$ cat src/rtl/multicycle_main_control.sv
// Multicycle main control FSM: latches the fetched instruction, sequences
// FETCH/DECODE/EXEC/MEM/WB and drives ALUOp/Funct plus all datapath enables.
//
// state    | meaning
// ---------+---------------------------------------------------------
// S_FETCH  | request instruction, latch ir and bump PC on imem_valid
// S_DECODE | legality check of ir
// S_EXEC   | ALU operation; beq resolves and retires here
// S_MEM    | hold dmem_re/dmem_we until dmem_ready
// S_WB     | one-cycle register file write
// S_TRAP   | illegal instruction, absorbing until reset
module multicycle_main_control #(
    parameter int CNT_W = 32
) (
    input  logic             clk,
    input  logic             reset,
    output logic             imem_req,
    input  logic             imem_valid,
    input  logic [31:0]      imem_rdata,
    output logic             dmem_re,
    output logic             dmem_we,
    input  logic             dmem_ready,
    input  logic             zero,
    output logic [31:0]      ir,
    output logic [1:0]       ALUOp,
    output logic [3:0]       Funct,
    output logic             ALUSrc,
    output logic             reg_we,
    output logic             mem_to_reg,
    output logic             pc_we,
    output logic             pc_src,
    output logic             illegal,
    output logic [CNT_W-1:0] instret
);

    localparam logic [2:0] S_FETCH  = 3'd0;
    localparam logic [2:0] S_DECODE = 3'd1;
    localparam logic [2:0] S_EXEC   = 3'd2;
    localparam logic [2:0] S_MEM    = 3'd3;
    localparam logic [2:0] S_WB     = 3'd4;
    localparam logic [2:0] S_TRAP   = 3'd5;

    localparam logic [6:0] OP_R   = 7'b0110011;
    localparam logic [6:0] OP_LD  = 7'b0000011;
    localparam logic [6:0] OP_SD  = 7'b0100011;
    localparam logic [6:0] OP_BEQ = 7'b1100011;

    localparam logic [CNT_W-1:0] INSTRET_ONE = {{(CNT_W-1){1'b0}}, 1'b1};

    logic [2:0]       state_q, state_d;
    logic [31:0]      ir_q, ir_d;
    logic [CNT_W-1:0] instret_q, instret_d;

    logic [6:0] opcode;
    logic [2:0] funct3;
    logic [3:0] funct;
    logic       is_r, is_ld, is_sd, is_beq;
    logic       r_ok, legal, retire;

    assign opcode = ir_q[6:0];
    assign funct3 = ir_q[14:12];
    assign funct  = {ir_q[30], ir_q[14:12]};
    assign is_r   = (opcode == OP_R);
    assign is_ld  = (opcode == OP_LD);
    assign is_sd  = (opcode == OP_SD);
    assign is_beq = (opcode == OP_BEQ);

    // R-type: funct7 must be 0000000 or 0100000 (sub only), and op in add/sub/and/or
    assign r_ok  = is_r && ({ir_q[31], ir_q[29:25]} == 6'b0) &&
                   ((funct == 4'b0000) || (funct == 4'b1000) ||
                    (funct == 4'b0111) || (funct == 4'b0110));
    assign legal = r_ok ||
                   (is_ld  && (funct3 == 3'b011)) ||
                   (is_sd  && (funct3 == 3'b011)) ||
                   (is_beq && (funct3 == 3'b000));

    always_comb begin
        state_d    = state_q;
        ir_d       = ir_q;
        instret_d  = instret_q;
        retire     = 1'b0;
        imem_req   = 1'b0;
        dmem_re    = 1'b0;
        dmem_we    = 1'b0;
        ALUOp      = 2'b00;
        ALUSrc     = 1'b0;
        reg_we     = 1'b0;
        mem_to_reg = 1'b0;
        pc_we      = 1'b0;
        pc_src     = 1'b0;
        illegal    = 1'b0;

        case (state_q)
            S_FETCH: begin
                imem_req = 1'b1;
                if (imem_valid) begin
                    ir_d    = imem_rdata;
                    pc_we   = 1'b1;
                    state_d = S_DECODE;
                end
            end
            S_DECODE: begin
                state_d = legal ? S_EXEC : S_TRAP;
            end
            S_EXEC: begin
                if (is_r) begin
                    ALUOp   = 2'b10;
                    state_d = S_WB;
                end else if (is_beq) begin
                    ALUOp   = 2'b01;
                    pc_we   = zero;
                    pc_src  = 1'b1;
                    retire  = 1'b1;
                    state_d = S_FETCH;
                end else begin
                    ALUSrc  = 1'b1;
                    state_d = S_MEM;
                end
            end
            S_MEM: begin
                ALUSrc  = 1'b1;
                dmem_re = is_ld;
                dmem_we = is_sd;
                if (dmem_ready) begin
                    if (is_ld) begin
                        state_d = S_WB;
                    end else begin
                        retire  = 1'b1;
                        state_d = S_FETCH;
                    end
                end
            end
            S_WB: begin
                reg_we     = 1'b1;
                mem_to_reg = is_ld;
                retire     = 1'b1;
                state_d    = S_FETCH;
            end
            S_TRAP: begin
                illegal = 1'b1;
            end
            default: begin
                state_d = S_FETCH;
            end
        endcase

        if (retire) begin
            instret_d = instret_q + INSTRET_ONE;
        end
    end

    always_ff @(posedge clk) begin
        if (reset) begin
            state_q   <= S_FETCH;
            ir_q      <= 32'h0;
            instret_q <= '0;
        end else begin
            state_q   <= state_d;
            ir_q      <= ir_d;
            instret_q <= instret_d;
        end
    end

    assign ir      = ir_q;
    assign Funct   = funct;
    assign instret = instret_q;

endmodule

$ cat config.mk
export PLATFORM = sky130hd
export DESIGN_NAME = multicycle_main_control
export DESIGN_NICKNAME = d
export VERILOG_FILES = /design/src/rtl/multicycle_main_control.sv
export SDC_FILE = /design/constraint.sdc
export NUM_CORES = 1
export LEC_CHECK = 0
export ABC_AREA = 1
export ABC_CLOCK_PERIOD_IN_PS = 2000
export BUFFER_PORTS_ARGS = -buffer_cell sky130_fd_sc_hd__buf_2
export CORE_ASPECT_RATIO = 0.5
export CORE_MARGIN = 3
export CORE_UTILIZATION = 53
export CTS_BUF_LIST = sky130_fd_sc_hd__clkbuf_4 sky130_fd_sc_hd__clkbuf_8
export DETAILED_ROUTE_END_ITERATION = 10
export PLACE_DENSITY = 0.83
export SYNTH_ARGS = -nofsm -noshare
export SYNTH_HDL_FRONTEND = slang
export SYNTH_SLANG_ARGS = --single-unit
$ cat constraint.sdc
create_clock -name clk -period 2 [get_ports clk]
set_clock_uncertainty 0.1 [all_clocks]
set_input_delay 0.3 -clock clk [delete_from_list [all_inputs] [get_ports clk]]
set_output_delay 0.3 -clock clk [all_outputs]
set_load 0.02 [all_outputs]
==> results of run 1 <==
==> registers in the layout, summed over array words and instances (netlist names) <==
signal,cells
state_q,3
ir,32
instret,32
==> cells by family after synthesis <==
logic type,Yosys count,synth area share [%]
AND/OR/NAND/NOR,320,38.58
buffers and inverters,80,10.18
AO/OA/AOI/OAI,75,10.89
flip-flops,67,38.01
XOR/XNOR,8,1.986
adder cells (fa/ha/maj),1,0.3546
==> tightest hold or removal path: cells and delay by family <==
family | cells | cell delay, ns
AO/OA/AOI/OAI | 1 | 0.06
buffers and inverters | 1 | 0.10
AND/OR/NAND/NOR | 1 | 0.07
==> repair_timing <==
item                                    in CTS  in global routing
endpoints found under the setup margin       0                 20
setup buffers                                0                  0
gates resized for setup                      0                  9
==> metal layers <==
metal	part of all wire [%]	routed length (microns)	GRT usage, %	vias to the layer above
met5	0	0	0	-
met4	1.7	158	8.799	0
met3	6.8	633	8.251	14
met2	46	4242	37.80	119
met1	46	4214	32.38	1728
li1	-	-	-	1968
==> final timing paths <==
kind | slack [ns] | to | start | cells after the start
min reg2reg | 0.36 | ir[20]$_SDFFE_PP0P_ | ir[20]$_SDFFE_PP0P_ | 2
max reg2reg | 0.16 | instret[27]$_SDFFE_PP0P_ | ir[2]$_SDFFE_PP0P_ | 9
max | 0.10 | ALUSrc | ir[1]$_SDFFE_PP0P_ | 8
min | 0.10 | ir[29]$_SDFFE_PP0P_ | imem_rdata[29] | 3
==> final cells by class <==
cell class	instances	area, sq um	area share, %
multi-input combinational	404	1841	41.91
sequential	67	1345	30.63
timing repair buffer	123	643.1	14.64
inverter	54	202.7	4.615
clock buffer	10	137.6	3.134
clock inverter	6	112.6	2.564
tap	88	110.1	2.507
==> power by group through the flow <==
| stage | combinational, W | sequential [W] | clock, W |
|---|---|---|---|
| after floorplan | 0.000413 | 0.00162 | 0 |
| after global placement | 0.000701 | 0.00152 | 0 |
| final | 0.000725 | 0.00150 | 0.00139 |
| after detailed placement | 0.000708 | 0.00152 | 0 |
| after global routing | 0.000802 | 0.00151 | 0.00148 |
| after CTS | 0.000708 | 0.00150 | 0.00141 |
==> per-stage QoR <==
stage / instances / power [W]
final: 752 / 0.003614
after global routing: 752 / 0.003791
after CTS: 752 / 0.003617
after detailed placement: 736 / 0.002233
after global placement: 736 / 0.002223
after floorplan: 551 / 0.002032
==> cells in the final DEF (no fill, tap or decap) <==
cell         n
buf_2      115
nor3_1       3
nand4_1      5
clkinv_4     2
dfxtp_2      3
nor4_1       1
nor3_2       2
nand3b_1     4
nor2_2       3
nand2_1    161
nor3_4       1
inv_2        9
clkinv_1     1
buf_8        1
nor2_1      81
dfxtp_1     64
bufinv_16    3
buf_4        7
o22ai_1      1
nand3_1     51
xor2_1       7
xnor2_1      1
nor2_4       2
a21oi_1     56
and3_1       1
inv_1       44
nand2_4      1
clkinv_2     1
clkbuf_8    10
ha_1         1
a21oi_2      2
o21ai_0     16
nand2_2      2
nand3_2      2
==> metrics, run 1 <==
outcome completed; Die Height ~64 microns; ant diodes 0; Die X 121.4 microns; maximum vdd drop ~0.00055 V; die area around 0.0077 sq mm; Clock transition at path regs around 0.070 ns; Critical Path Fanout Max 3; Mapped Area roughly 0.0035 sq mm; Mapped Nets a little under 600; most frequent cells after synthesis nand2_1 (161), nor2_1 (82), dfxtp_1 (67); core footprint ~0.0063 sq mm; HP Class input port to flop; I/O Buffers 115; worst hold margin about 0.10 ns; area delta synth->final 24.47%; cell area after layout around 0.0044 sq mm; Int Pwr 0.002530 W; final worst slack between 0.1 and 0.15 ns; max frequency about 0.53 GHz; max_slew headroom between 70% and 80%; sequential area share after synthesis 38.01%; Max Cap Violations 0; prevailing post-synth register cell dfxtp_1; Reg power frac slightly above 40%; clock buffer depth 2; Starting Density 56.40%; setup TNS 0 ns; Crit path largest cell delay around 0.36 ns; combinational fraction of design power 20.0%; number of global-route vias before repair approximately 3400; Num CTS Buffers 9; Post-Synthesis Cells approximately 550; initial antenna violation count 0; DRC errors left 0; gr ovfl total 0; Post-synth EDFFs 0; cts hold-fix bufs 0; pre-CTS setup slack around 0.15 ns; Yosys Warn Count 0; power per cell area 822.9 mW/mm^2; Crit path max-delay family simple AND/OR/NAND/NOR gates; required time worst endpoint roughly 1.6 ns; unique cell type count in the Yosys netlist 29; Global Route Usage Sum about 25%; Fill cells about 570; Rows 20; top cell type's share of synthesized area 38.01%; Sw Ratio ~30%; Clock power frac 38.5%; vias per inst between 5 and 6; DRT antenna net count 0; CP max stage cell dfxtp_1; sequence of cells on the critical path nand2_2, inv_1, nand2_1, nor2_4, inv_1, nand3_1, nand2_1, buf_2; startpoint types flop; drt wl/cell around 12 microns; CTS Sinks 67; nets around 700; Leak 1.998 nW; dpl hpwl roughly 7 mm; Avg Cell Area, Syn 6.404 sq um; Seq cells post-synth 67; root buf cell clkbuf_8; Pins Over Slew Limit 0; share of layout cells above drive strength 1 25.00%; crit path buf inv count 3; DP Area just over 0.004 sq mm; first-pass GRT wire length 15.44 mm; top cell type by total area after synthesis dfxtp_1; largest net degree at the start of global routing 28; Crit Path Category flop to output port; P_sw 0.001084 W; most frequent cell after synthesis nand2_1; Final setup viols 0; Final period util between 90% and 100%; via count around 3800; min cycle time layout ~1.9 ns; Setup crit end kind output port; Worst-Margin Slew a little over 0.4 ns; Routed WL 9.248 mm; Area contributors post-synth dfxtp_1 (38%), nand2_1 (17%), nor2_1 (8.7%); GP Congestion ~0.97; H-tree depth 3; Initial DRT Pass Iterations 5; io pins 116; fin util a little over two thirds; CP arrival approximately 1.5 ns; CTS tree built; asr flop ratio synth 0%; clk_lat worst skew around 0.35 ns; final hold violations 0; DRT iter0 DRCs around 250; RSZ-0062 raised after global routing true
(Power assumes the default switching activity.)
==> inputs of run 2 (changes only) <==
--- a/config.mk
+++ b/config.mk
@@ -14,6 +14,7 @@
 export CTS_BUF_LIST = sky130_fd_sc_hd__clkbuf_4 sky130_fd_sc_hd__clkbuf_8
 export DETAILED_ROUTE_END_ITERATION = 10
 export PLACE_DENSITY = 0.83
+export REMOVE_ABC_BUFFERS = 1
 export SYNTH_ARGS = -nofsm -noshare
 export SYNTH_HDL_FRONTEND = slang
 export SYNTH_SLANG_ARGS = --single-unit
==> run 2 against run 1 <==
Utilization decreased by 0.24 points. Via count down 0.18%. Total power shrank 6.2%. Sequential share of layout area grew 0.13 points. Sequential power barely moved. Critical path depth is 4 lower. Largest cell class unchanged.
==> metrics, run 2 (synthesis results as in run 1) <==
outcome completed; HP Class input port to flop; initial antenna violation count 0 (unchanged); cts hold-fix bufs 0 (unchanged); hold path depth 3 (unchanged); GRT met2 Usage 43.64% (+5.8 points); Reg2Reg Depth 10 (+1); Max Cap Violations 0 (unchanged); largest net degree at the start of global routing 48 (+71%); power per cell area 774.3 mW/mm^2 (-5.9%); dpl hpwl 6.803 mm (-0.88%); Critical Path Fanout Max 5 (+2); Clock power frac 33.4% (-5.1 points); Die X 121.4 microns (unchanged); sequence of cells on the critical path inv_2, nand3_1, nor4_2, buf_2; min-delay src imem_rdata[10]; clk_lat worst skew 0.35 ns (about the same); Fill cells 586 (+3.2%); share of layout cells above drive strength 1 25.75% (+0.75 points); max frequency 0.5301 GHz (+0.47%); CP max stage cell dfxtp_1; number of global-route vias before repair 3489 (+3.6%); required time worst endpoint 1.60 ns (about the same); Clock transition at path regs 0.08 ns (about the same); met3 GRT Util 9.776% (+1.5 points); max_slew headroom 68.87% (-4.1 points); Num CTS Buffers 9 (unchanged); Sw Ratio 33.29% (+3.3 points); die area 0.007732 sq mm (unchanged); combinational fraction of design power 22.3% (+2.3 points); Rows 20 (unchanged); Routed WL 9.474 mm (+2.4%); Pins Over Slew Limit 0 (unchanged); I/O Buffers 115 (unchanged); startpoint types flop; Crit path largest cell delay 0.38 ns (+0.02 ns); worst hold margin 0.1048 ns (+0.001156 ns); vias per inst 5.082 (-0.18%); Starting Density 56.40% (unchanged); via count 3822 (-0.18%); DP Area 0.004123 sq mm (+0.12%); commonest non-fill, non-tap cell in the layout nand2_1; maximum vdd drop 0.0006382 V (+15%); DRC errors left 0 (unchanged); busiest grt layer met2; gr ovfl total 0 (unchanged); DRT antenna net count 0 (unchanged); CTS tree built; GP Congestion 0.8887 (-8.0%); Die Height 63.70 microns (unchanged); Final setup viols 0 (unchanged); CP arrival 1.49 ns (about the same); Setup crit end kind output port; CTS Sinks 67 (unchanged); P_sw 0.001128 W (+4.1%); H-tree depth 3 (unchanged); clock buffer depth 2 (unchanged); Int Pwr 0.002261 W (-11%); area delta synth->final 24.04%; setup TNS 0 ns (unchanged); drt wl/cell 12.60 microns (+2.4%); final hold violations 0 (unchanged); worst flop-to-flop path startpoint instret[0]$_SDFFE_PP0P_; Final period util 94.32% (-0.44 points); cell area after layout 0.004377 sq mm (-0.34%); Crit. Startpoint state_q[2]$_SDFFE_PP0P_; DRT iter0 DRCs 265 (+8.2%); ant diodes 0 (unchanged); Reg power frac 44.3% (+2.8 points); Global Route Usage Sum 25.30% (+0.64 points); nets 697 (unchanged); Initial DRT Pass Iterations 4 (-1); Leak 1.978 nW (-0.96%); total power draw 0.003389 W (-6.2%); RSZ-0062 raised after global routing false; core footprint 0.006256 sq mm (unchanged); root buf cell clkbuf_8; met1 Use GR 28.74% (-3.6 points); commonest non-fill, non-tap cells in the layout nand2_1 (161), buf_2 (115), nor2_1 (81); io pins 116 (unchanged); Crit Path Category flop to output port; first-pass GRT wire length 15.77 mm (+2.1%); min cycle time layout 1.886 ns (-0.008805 ns); Worst-Margin Slew 0.4670 ns (+0.06242 ns)
run 2: changes by cell type in the layout (fill, tap and decap cells not counted), moves of 2 or more:
cell        previous run  this run
nand3_2                2         4
clkinvlp_4             0         2
buf_12                 0         2
bufinv_16              3         1
nand3_1               51        49
run 2: power groups by stage:
stage          registers [W]  clock network, W  logic (W)
6_report             0.00150           0.00113   0.000757
5_1_grt              0.00151           0.00122   0.000834
4_1_cts              0.00150           0.00115   0.000726
3_5_place_dp         0.00153                 0   0.000719
3_3_place_gp         0.00152                 0   0.000709
2_1_floorplan        0.00163                 0   0.000318
run 2: layout make-up:
class	instances	area, sq um	share of cell area [%]
clock buffer	9	123.9	2.830
clock inverter	7	76.32	1.744
inverter	54	202.7	4.631
multi-input combinational	404	1857	42.42
sequential	67	1346	30.76
tap	88	110.1	2.516
timing repair buffer	123	660.6	15.09
run 2: path summary, 6_finish.rpt:
path / end / slack (ns)
max: dmem_we / 0.11
min: ir[10]$_SDFFE_PP0P_ / 0.10
max reg2reg: instret[22]$_SDFFE_PP0P_ / 0.28
min reg2reg: ir[7]$_SDFFE_PP0P_ / 0.36
run 2: worst max-delay path, delay by kind of cell, from the launching register on:
family        cells  cell delay, ns
buf+inv           2            0.34
flops             1            0.38
simple gates      2            0.41
run 2: layer usage:
metal  vias up  routed length [microns]
li1       1965                        -
met1      1717                     4073
met2       124                     4493
met3        16                      725
met4         0                      181
met5         -                        0
run 2: through the flow:
stage	instances	setup WS (ns)	util, %
5_1_grt	752	0.001751	69.96
2_1_floorplan	525	-0.2072	-
3_3_place_gp	735	0.3549	65.90
6_report	752	0.1136	69.96
3_5_place_dp	735	0.2933	65.90
4_1_cts	751	-0.04210	69.10
run 2: repair_timing:
item | in CTS | in global routing
buffers inserted | 0 | 1
pin swaps | 0 | 2
resized for setup | 0 | 14
setup endpoints to repair | 2 | 7
==> inputs of run 3 (changes only) <==
--- a/config.mk
+++ b/config.mk
@@ -5,15 +5,14 @@
 export SDC_FILE = /design/constraint.sdc
 export NUM_CORES = 1
 export LEC_CHECK = 0
-export ABC_AREA = 1
 export ABC_CLOCK_PERIOD_IN_PS = 2000
 export BUFFER_PORTS_ARGS = -buffer_cell sky130_fd_sc_hd__buf_2
 export CORE_ASPECT_RATIO = 0.5
 export CORE_MARGIN = 3
-export CORE_UTILIZATION = 53
+export CORE_UTILIZATION = 51
 export CTS_BUF_LIST = sky130_fd_sc_hd__clkbuf_4 sky130_fd_sc_hd__clkbuf_8
 export DETAILED_ROUTE_END_ITERATION = 10
-export PLACE_DENSITY = 0.83
+export PLACE_DENSITY = 0.82
 export REMOVE_ABC_BUFFERS = 1
 export SYNTH_ARGS = -nofsm -noshare
 export SYNTH_HDL_FRONTEND = slang
==> run 3 against run 2 <==
The flow now finishes with violations (negative setup slack). Total power fell by 7.6%. Global-route usage fell by 0.069 points. Non-clock buffer count rose by 68. Largest cell class unchanged. Critical endpoint is now instret[13]$_SDFFE_PP0P_. Clock-buffer cell count rose by 6.
==> metrics, run 3 <==
RSZ-0062 raised after global routing true; Avg Cell Area, Syn 7.931 sq um (+24%); CTS Sinks 67 (unchanged); maximum vdd drop 0.0005080 V (-20%); Die X 116.6 microns (-4.0%); die area 0.007142 sq mm (-7.6%); clk_lat worst skew 0.35 ns (about the same); Sw Ratio 26.39% (-6.9 points); Initial DRT Pass Iterations 5 (+1); sequence of cells on the critical path nor4bb_4, a41oi_2, and2_4, or4_1, a21oi_1; Crit path depth 5 (+1); CP arrival 2.37 ns (+0.88 ns); Worst-Margin Slew 0.4208 ns (-0.04622 ns); Setup crit end kind flop; Final setup viols 27 (+27); Rows 19 (-5.0%); CP max stage cell or4_1; placed cell count 610 (-17%); P_sw 0.0008266 W (-27%); Global Route Usage Sum 25.24% (-0.069 points); Routed WL 10.60 mm (+12%); Crit path max-delay family simple AND/OR/NAND/NOR gates; Int Pwr 0.002305 W (+2.0%); Crit. Startpoint ir[1]$_SDFFE_PP0P_; I/O Buffers 115 (unchanged); Reg2Reg Setup Slack -0.21 ns (-0.49 ns); commonest non-fill, non-tap cells in the layout buf_2 (110), nand2_1 (82), buf_4 (73); Clock transition at path regs 0.07 ns (about the same); area delta synth->final 54.96%; HP Class input port to flop; most frequent cells after synthesis nand2_1 (86), dfxtp_1 (67), a21oi_1 (53); final worst slack -0.2062 ns (-0.3198 ns); fin util 85.00% (+15 points); Reg2Reg Depth 5 (-5); required time worst endpoint 2.16 ns (+0.56 ns); vias per inst 5.677 (+12%); total power draw 0.003132 W (-7.6%); Final period util 110.3% (+16 points); violated checks negative setup slack; worst flop-to-flop path startpoint ir[1]$_SDFFE_PP0P_; min cycle time layout 2.206 ns (+0.3198 ns); reg2reg end instret[13]$_SDFFE_PP0P_; largest net degree at the start of global routing 33 (-31%); Mapped Area 0.003117 sq mm (-12%); DRC errors left 0 (unchanged); GP Congestion 0.8567 (-3.6%); commonest non-fill, non-tap cell in the layout buf_2; Post-Synthesis Cells 393 (-29%); Die Height 61.28 microns (-3.8%); hold path depth 3 (unchanged); Pins Over Slew Limit 0 (unchanged); Leak 2.043 nW (+3.3%); via count 3633 (-4.9%); Yosys Warn Count 0 (unchanged); combinational fraction of design power 15.6% (-6.7 points); Crit Path Category flop to flop; drt wl/cell 16.56 microns (+31%); Post-synth EDFFs 0 (unchanged); CTS tree built; asr flop ratio synth 0% (unchanged); crit path buf inv count 0 (-2); Num CTS Buffers 9 (unchanged); DRT antenna net count 0 (unchanged); root buf cell clkbuf_8; sequential area share after synthesis 43.03% (+5.0 points); max_slew headroom 71.95% (+3.1 points); max frequency 0.4533 GHz (-14%); first-pass GRT wire length 14.10 mm (-11%); clock buffer depth 2 (unchanged); worst hold endpoint ir[20]$_SDFFE_PP0P_; ant diodes 0 (unchanged); Max Cap Violations 0 (unchanged); outcome finished, violations left; io pins 116 (unchanged); DRT iter0 DRCs 262 (-1.1%); core footprint 0.005682 sq mm (-9.2%); gr ovfl total 0 (unchanged); Critical Path Fanout Max 24 (+19); number of global-route vias before repair 2994 (-14%); Non-Filler Instances 640 (-15%); unique cell type count in the Yosys netlist 49 (+69%); Seq cells post-synth 67 (unchanged); Area contributors post-synth dfxtp_1 (43%), nand2_1 (10%), a21oi_1 (8.5%); final hold violations 0 (unchanged); startpoint types flop; share of layout cells above drive strength 1 48.32% (+23 points); Crit path largest cell delay 0.56 ns (+0.18 ns); min-delay src imem_rdata[20]; Starting Density 54.86% (-1.5 points); nets 600 (-14%); dpl hpwl 6.116 mm (-10%); Reg power frac 45.6% (+1.3 points); most frequent cell after synthesis nand2_1; top cell type's share of synthesized area 43.03% (+5.0 points); Clock power frac 38.7% (+5.3 points); power per cell area 648.4 mW/mm^2 (-16%); prevailing post-synth register cell dfxtp_1; top cell type by total area after synthesis dfxtp_1; initial antenna violation count 0 (unchanged); H-tree depth 3 (unchanged)
-- run 3: cells by family after synthesis --
family / count (synthesis) / share of synthesized area [%]
buffers and inverters: 36 / 5.138
multiplexers: 2 / 0.6824
AO/OA/AOI/OAI: 88 / 17.10
XOR/XNOR: 15 / 4.215
flip-flops: 67 / 43.04
AND/OR/NAND/NOR: 184 / 29.43
adder cells (fa/ha/maj): 1 / 0.4014
-- run 3: power groups by stage --
stage | Sequential [W] | Combinational (W) | Clock [W]
global placement | 0.00145 | 0.000439 | 0
global route | 0.00144 | 0.000533 | 0.00128
floorplan | 0.00153 | 0.000148 | 0
detailed placement | 0.00145 | 0.000445 | 0
finish | 0.00143 | 0.000490 | 0.00121
CTS | 0.00143 | 0.000468 | 0.00122
-- run 3: layout make-up --
type                       instances  area [sq um]
clock inverter                     1         30.03
sequential                        67          1364
tap                               73         91.34
clock buffer                      15         187.7
fill                             304         852.1
inverter                           3         11.26
multi-input combinational        290          1948
timing repair buffer             191          1197
-- run 3: how the worst max path moves through the flow --
stage	to	slack (ns)
finish	instret[13]$_SDFFE_PP0P_	-0.21
global route	instret[13]$_SDFFE_PP0P_	-0.24
CTS	mem_to_reg	-0.11
detailed placement	instret[31]$_SDFFE_PP0P_	-0.20
global placement	instret[17]$_SDFFE_PP0P_	-0.18
floorplan	instret[28]$_SDFFE_PP0P_	-0.73
-- run 3: worst register-to-register path: cells and delay by family, from the launching register on --
family             cells  cell delay [ns]
and+or+nand+nor        3             1.21
AOI/OAI and AO/OA      2             0.47
DFF                    1             0.34
-- run 3: metal layers --
metal  track usage [%]  wire length [microns]
met1             31.79                   4329
met3             6.281                    866
met5                 0                      0
met2             42.28                   5144
met4             10.95                    260
-- run 3: metrics by stage --
step	setup slack (ns)	TNS, ns	hold WS [ns]	cell area [sq um]
floorplan	-0.7262	-19.47	0.2691	2968
global placement	-0.1843	-1.850	0.3392	4125
detailed placement	-0.2041	-2.163	0.3434	4125
CTS	-0.1092	-0.4131	0.06723	4562
global route	-0.2401	-3.633	0.08087	4830
finish	-0.2062	-1.482	0.08049	4830
-- run 3: what timing repair did --
item | in CTS | in global routing
hold buffers | 0 | 0
setup buffers | 9 | 4
pin swaps | 16 | 14
cloned | 0 | 2
endpoints found under the setup margin | 31 | 39
gates resized for setup | 51 | 44
